<file path="config.mk">
export PLATFORM = sky130hd
export DESIGN_NAME = instruction_fetch
export DESIGN_NICKNAME = d
export VERILOG_FILES = /design/src/rtl/instruction_fetch.sv
export SDC_FILE = /design/constraint.sdc
export NUM_CORES = 1
export LEC_CHECK = 0
export CAP_MARGIN = 20
export CORE_MARGIN = 2
export CORE_UTILIZATION = 37
export CTS_BUF_LIST = sky130_fd_sc_hd__clkbuf_8
export DETAILED_ROUTE_END_ITERATION = 8
export PLACE_DENSITY = 0.84
export REMOVE_ABC_BUFFERS = 1
export SYNTH_ARGS = -nofsm -noshare
export SYNTH_HDL_FRONTEND = slang
export SYNTH_SLANG_ARGS = --single-unit
export TNS_END_PERCENT = 1
</file>
<file path="constraint.sdc">
create_clock -name clk -period 2.6 [get_ports clk]
set_clock_uncertainty 0.2 [all_clocks]
set_input_delay 0.52 -clock clk [delete_from_list [all_inputs] [get_ports clk]]
set_output_delay 0.52 -clock clk [all_outputs]
set_load 0.05 [all_outputs]
</file>
<file path="src/rtl/instruction_fetch.sv">
// Single-outstanding instruction fetch unit: issues the register-file PC to imem,
// captures the response and holds {instr, instr_pc, instr_fault} for decode.
module instruction_fetch #(
   parameter int XLEN         = 64,
   parameter int ILEN         = 32,
   parameter int IALIGN_BYTES = 4
) (
   input  logic            clk,
   input  logic            rst,
   input  logic            fetch_en,
   input  logic            flush,
   input  logic [XLEN-1:0] pc,
   output logic            pc_increment,
   output logic            imem_req_valid,
   output logic [XLEN-1:0] imem_req_addr,
   input  logic            imem_req_ready,
   input  logic            imem_rsp_valid,
   input  logic [ILEN-1:0] imem_rsp_data,
   input  logic            imem_rsp_err,
   output logic            instr_valid,
   input  logic            instr_ready,
   output logic [ILEN-1:0] instr,
   output logic [XLEN-1:0] instr_pc,
   output logic [1:0]      instr_fault
);

   typedef enum logic [2:0] {IDLE, REQ, WAIT, HOLD, DRAIN} state_t;

   localparam logic [XLEN-1:0] ALIGN_MASK = XLEN'(IALIGN_BYTES - 1);
   localparam logic [1:0] FAULT_NONE   = 2'b00;
   localparam logic [1:0] FAULT_MISAL  = 2'b01;
   localparam logic [1:0] FAULT_ACCESS = 2'b10;

   state_t state, state_nxt;
   logic   misaligned;
   logic   cap_req, cap_mis, cap_rsp;

   assign misaligned     = |(pc & ALIGN_MASK);
   assign imem_req_valid = (state == REQ) && !misaligned;
   assign imem_req_addr  = imem_req_valid ? pc : '0;
   assign instr_valid    = (state == HOLD);

   always_comb begin
      state_nxt = state;
      cap_req   = 1'b0;
      cap_mis   = 1'b0;
      cap_rsp   = 1'b0;
      case (state)
         IDLE: if (fetch_en && !flush) state_nxt = REQ;
         REQ: begin
            // a request accepted in the flush cycle is still outstanding and must be drained
            if (flush) begin
               state_nxt = (!misaligned && imem_req_ready) ? DRAIN : IDLE;
            end else if (misaligned) begin
               state_nxt = HOLD;
               cap_mis   = 1'b1;
            end else if (imem_req_ready) begin
               state_nxt = WAIT;
               cap_req   = 1'b1;
            end
         end
         WAIT: begin
            if (flush) begin
               state_nxt = imem_rsp_valid ? IDLE : DRAIN;
            end else if (imem_rsp_valid) begin
               state_nxt = HOLD;
               cap_rsp   = 1'b1;
            end
         end
         HOLD: begin
            if (flush)            state_nxt = IDLE;
            else if (instr_ready) state_nxt = fetch_en ? REQ : IDLE;
         end
         DRAIN: if (imem_rsp_valid) state_nxt = IDLE;
         default: state_nxt = IDLE;
      endcase
   end

   always_ff @(posedge clk) begin
      if (!rst) begin
         state        <= IDLE;
         pc_increment <= 1'b0;
         instr        <= '0;
         instr_pc     <= '0;
         instr_fault  <= FAULT_NONE;
      end else begin
         state        <= state_nxt;
         // pulse lands in the first HOLD cycle, so the PC moves before the next REQ
         pc_increment <= cap_rsp && !imem_rsp_err;
         if (cap_mis) begin
            instr       <= '0;
            instr_pc    <= pc;
            instr_fault <= FAULT_MISAL;
         end
         if (cap_req) instr_pc <= pc;
         if (cap_rsp) begin
            instr       <= imem_rsp_err ? '0 : imem_rsp_data;
            instr_fault <= imem_rsp_err ? FAULT_ACCESS : FAULT_NONE;
         end
      end
   end

endmodule

</file>
==> results of run 1 <==
==> cell usage after synthesis, types with 3 or more instances <==
| cell | n |
|---|---|
| and2_1 | 62 |
| nand2b_1 | 3 |
| a22oi_1 | 3 |
| nand2_1 | 126 |
| buf_6 | 8 |
| a21boi_0 | 62 |
| nor2b_1 | 4 |
| dfxtp_1 | 102 |
| a22o_1 | 33 |
| and3_1 | 3 |
| o21a_1 | 3 |
| buf_2 | 7 |
| clkbuf_1 | 22 |
| o21ai_0 | 3 |
==> per-layer routing <==
metal / vias up / wire length [µm]
met3: 24 / 845
met5: - / 0
met1: 1957 / 5500
met4: 0 / 310
li1: 2043 / -
met2: 156 / 7870
==> layout make-up <==
cell class	count	area [µm²]	area share
flip-flops and latches	102	2040	0.258
repair buffers	283	3540	0.447
multi-input cells	320	1950	0.247
inverters	2	7.51	0.000949
well taps	140	175	0.0221
clock inverters	6	52.6	0.00664
clock buffers	10	138	0.0174
==> state kept, by name (all words and copies together) (netlist names) <==
register      cells
instr            32
instr_fault       2
instr_pc         64
pc_increment      1
state             3
==> power by group <==
part | total [mW] | leakage [nW] | internal, mW | switching [mW]
Clock | 0.957 | 0.0967 | 0.392 | 0.565
Sequential | 1.82 | 0.826 | 1.71 | 0.103
Combinational | 2.27 | 2.04 | 0.939 | 1.33
==> how the worst max path moves through the flow <==
stage	startpoint	end	slack, ps	cells past startpoint
after global placement	pc[0]	imem_req_addr[11]	-90	5
after CTS	pc[1]	imem_req_addr[46]	-80	5
after detailed placement	pc[0]	imem_req_addr[57]	-160	5
final	state[2]	imem_req_addr[29]	70	6
after global routing	state[2]	imem_req_addr[37]	-20	6
after floorplan	pc[0]	imem_req_addr[10]	-1830	2
==> cells by family after synthesis <==
kind of cell / synth area share
mux: 0.00240
buf+inv: 0.0552
compound gates: 0.206
simple gates: 0.246
flops: 0.490
other cells: 0.000899
==> worst reg2reg max path, delay by kind of cell, from the launching register on <==
family | cells | cell delay (ps)
AO/OA/AOI/OAI | 1 | 170
buffers and inverters | 1 | 220
flip-flops | 1 | 480
AND/OR/NAND/NOR | 3 | 920
==> repair_timing <==
action                                  4_1_cts  5_1_grt
pin swaps                                     1        1
cloned                                        0        1
endpoints found under the setup margin       62       62
setup buffers                                 0        1
resized for setup                             2       19
==> stage by stage <==
step	power (mW)	utilization
2_1_floorplan	3.00	-
3_3_place_gp	4.02	0.698
3_5_place_dp	4.08	0.698
6_report	5.04	0.723
5_1_grt	5.28	0.723
4_1_cts	5.04	0.716
==> flow_summary.toml, run 1 <==
[run_status]
status = "complete, no violations"

[synth]
syn_area_um2 = 4170
synth_top_area_cell = "dfxtp_1"
syn_inst = 462
async_flop_share = 0
synth_seq_cells = 102
synthFlopType = "dfxtp_1"
seq_area_frac_synth = 0.490
yosys_warnings = 0
synth_edf_count = 0
synth_area_per_cell_um2 = 9.03
yosysUniqueCellTypes = 32
synthTopCellsByArea = "dfxtp_1 49%, nand2_1 11%, a21boi_0 11%"
netlist.area_leader.share = 0.490

[routing]
drtIter0Drc = 157
firstDrtPassIters = 4
drcViolationCount = 0
ant_nets = 0
viasPerCell = 4.84
detail_route.wl_per_cell_um = 16.8
wl_um = 14500
vias = 4180

[critical_path]
crit_path_max_incr_delay_ps = 390
path_max_fanout = 21
path_buf_inv = 3
rrSetupSlack_ps = 560
endpoint_kind = "output port"
reg2reg_from = "state[1]"
critPathArrivalTime_ps = 1810
critical_path_class = "register to output port"
worst_setup_path_start_kind = "register"
crit_chain = "nand2b_1 > nor4_4 > buf_6 > clkbuf_16 > and2_1 > buf_12"
worstReg2RegEnd = "instr[11]"
cp.required_ps = 1880
cpMaxStageDelayCell = "dfxtp_1"
reg2reg_depth = 5
critical_path.top_delay_family = "simple AND/OR/NAND/NOR gates"

[clock_tree]
cts_hold_buf = 0
htree_levels = 3
cts-root-buf = "clkbuf_8"
clk_pin_slew_worst_paths_ps = 100
cts.sink_count = 102
cts_made_buffers = 9
cts_tree = "built"
clockBufferDepth = 2
clock_latency_ps = 350

[grt]
use_met3 = 0.0582
grt_use_met1 = 0.241
grt_max_degree = 55
grt_antenna_before_repair = 0
grt_pass1_vias = 4175
grt_overflow_total = 0
grtUsageTotal = 0.224
busiest_layer = "met2"
grt_pass1_wl_um = 21100
use_met2 = 0.425

[sta]
relSlewSlack = 0.604
tightest_slew_ps = 592
fin_hold_ws_ps = 266
period_minus_slack_ps = 2530
slew_violations = 0
hold_viol_final = 0
tns_ps = 0
worst_slack_ps = 65.8
period_share = 0.975
setup-violations-final = 0
timing.fmax_mhz = 395

[floorplanning]
die_h_um = 110
ios = 269
die_area_um2 = 12100
die_width_um = 110
core_area_um2 = 10900
initial_core_util = 0.381
rows = 38

[cells_and_area]
nets = 822
synthToLayoutAreaGrowth_pct = 89.7
final_cell_mix = "199 x clkdlybuf4s50_1, 126 x nand2_1, 100 x dfxtp_1, 71 x buf_12, 62 x a21boi_0"
fillerInstances = 791
final_common_cell = "clkdlybuf4s50_1"
instances_no_fill = 863
final_area_um2 = 7910
drive_gt1_frac = 0.166
diodes = 0

[place]
finalWeightedCongestion = 0.843
placed_cell_area_um2 = 7630
io_buffers = 266
dp.cells = 845
pre_cts_slack_ps = -157
dpl.hpwl_um = 11300

[run]
cap_violations = 0

[min_path]
hold_start = "instr_pc[58]"
holdPathEnd = "instr_pc[58]"
worstHoldPathCells = 2
hold_class = "register to register"

[power_and_ir_drop]
power.density_nw_per_um2 = 637
p_leak_nw = 2.97
irDropWorstVdd_mv = 0.398
Note: power is estimated with default switching activity, not from simulation.
==> inputs of run 2 (changes only) <==
Settings changed: CTS_CLUSTER_DIAMETER set to 120, CTS_CLUSTER_SIZE set to 8.
==> results of run 2 <==
The final DEF is identical to that of run 1; final timing and power are the same.
==> inputs of run 3 (changes only) <==
Settings changed: CORE_AREA set to 2 2 103 105, CORE_MARGIN 2 to unset, CORE_UTILIZATION 37 to unset, DIE_AREA set to 0 0 105 107, DONT_BUFFER_PORTS set to 1, PLACE_DENSITY 0.84 to 0.58.
==> run 3 against run 2 <==
Effect of this change:
- the flow now finishes with violations (setup timing)
- non-clock buffer count is 206 lower
- sequential cell count stayed put
- sequential power is 28% higher
- largest cell class is now sequential cells
- largest power group is now sequential cells
==> flow_summary.toml, run 3 (synthesis results as in run 1) <==
[run_status]
status = "complete, but fails checks"
violations = "setup timing"

[cells_and_area]
diodes = 0
final_common_cell = "nand2_1"
largest_registers = "instr_pc (64), instr (32), state (3)"
final_cell_mix = "126 x nand2_1, 100 x dfxtp_1, 62 x a21boi_0, 39 x and2_1, 33 x a22o_1"
regMostFlops = "instr_pc"
nets = 616
largest_register_ffs = 64
synthToLayoutAreaGrowth_pct = 32.6
instances_no_fill = 653
final_area_um2 = 5530
drive_gt1_frac = 0.244
fin_util = 0.548

[routing]
vias = 3411
firstDrtPassIters = 5
ant_nets = 0
wl_um = 12100
viasPerCell = 5.22
drtIter0Drc = 130
detail_route.wl_per_cell_um = 18.5
drcViolationCount = 0

[sta]
tightest_slew_ps = 589
timing.fmax_mhz = 382
relSlewSlack = 0.607
hold_viol_final = 0
setup-violations-final = 1
tns_ps = -17.7
period_share = 1.01
grt_setup_unrepaired = "true"
worst_slack_ps = -17.7
slew_violations = 0
fin_hold_ws_ps = 79.8
period_minus_slack_ps = 2620

[clock_tree]
cts_made_buffers = 9
htree_levels = 3
clk_pin_slew_worst_paths_ps = 110
clock_latency_ps = 360
clockBufferDepth = 2
cts_tree = "built"
cts-root-buf = "clkbuf_8"
cts.sink_count = 102
cts_hold_buf = 0

[floorplanning]
die_h_um = 107
die_width_um = 105
initial_core_util = 0.413
die_area_um2 = 11200
ios = 269
rows = 37
core_area_um2 = 10100

[place]
dp.cells = 630
pre_cts_slack_ps = 298
placed_cell_area_um2 = 5040
finalWeightedCongestion = 0.794
io_buffers = 0
dpl.hpwl_um = 8270

[critical_path]
rrSetupSlack_ps = 290
reg2reg_depth = 5
critical_path_class = "register to output port"
worst_setup_path_start_kind = "register"
critPathArrivalTime_ps = 1900
cp.required_ps = 1880
path_max_fanout = 27
endpoint_kind = "output port"

[power_and_ir_drop]
irDropWorstVdd_mv = 0.374
p_total_mw = 4.47
power.density_nw_per_um2 = 808
p_leak_nw = 2.11

[grt]
grt_overflow_total = 0
grt_pass1_wl_um = 17100
grt_pass1_vias = 3115
grtUsageTotal = 0.190
grt_max_degree = 73
grt_antenna_before_repair = 0

[min_path]
hold_class = "input port to register"
worstHoldPathCells = 1

[run]
cap_violations = 0
-- run 3: final cells by class --
type	count	area, µm²
fill	923	4560
clock inverter	7	66.3
clock buffer	9	124
tap	136	170
multi-input combinational	320	1980
inverter	2	7.51
timing repair buffer	77	1130
sequential	102	2050
-- run 3: worst paths after layout --
| kind | start | end |
|---|---|---|
| worst max register to register | state[1] | instr[8] |
| worst max-delay path | state[2] | imem_req_addr[45] |
| worst min-delay path | imem_rsp_data[11] | instr[11] |
| worst min register to register | state[0] | state[0] |
-- run 3: routing by layer --
| layer | global-route usage | vias to the layer above | share of wire |
|---|---|---|---|
| li1 | - | 1622 | - |
| met1 | 0.220 | 1617 | 0.39 |
| met2 | 0.322 | 152 | 0.50 |
| met3 | 0.0711 | 20 | 0.094 |
| met4 | 0.0657 | 0 | 0.021 |
| met5 | 0 | - | 0 |
-- run 3: where the power goes --
group	leakage, nW	total, mW	internal [mW]	switching [mW]
Combinational	1.19	1.19	0.488	0.697
Clock	0.0949	0.956	0.370	0.586
Sequential	0.827	2.33	1.71	0.612
Total	2.11	4.47	2.57	1.90
-- run 3: worst max-delay path, cell delays in order, from the launching register on --
cell,delay [ps]
dfxtp_4,380
nand2b_4,150
nor4_4,280
buf_6,190
buf_12,180
and2_1,180
buf_6,170
-- run 3: repair_timing --
item | 4_1_cts | 5_1_grt
pin swaps | 1 | 3
resized for setup | 2 | 68
setup buffers | 0 | 3
endpoints found under the hold margin | 0 | 0
endpoints found under the setup margin | 56 | 54
gates cloned | 0 | 4
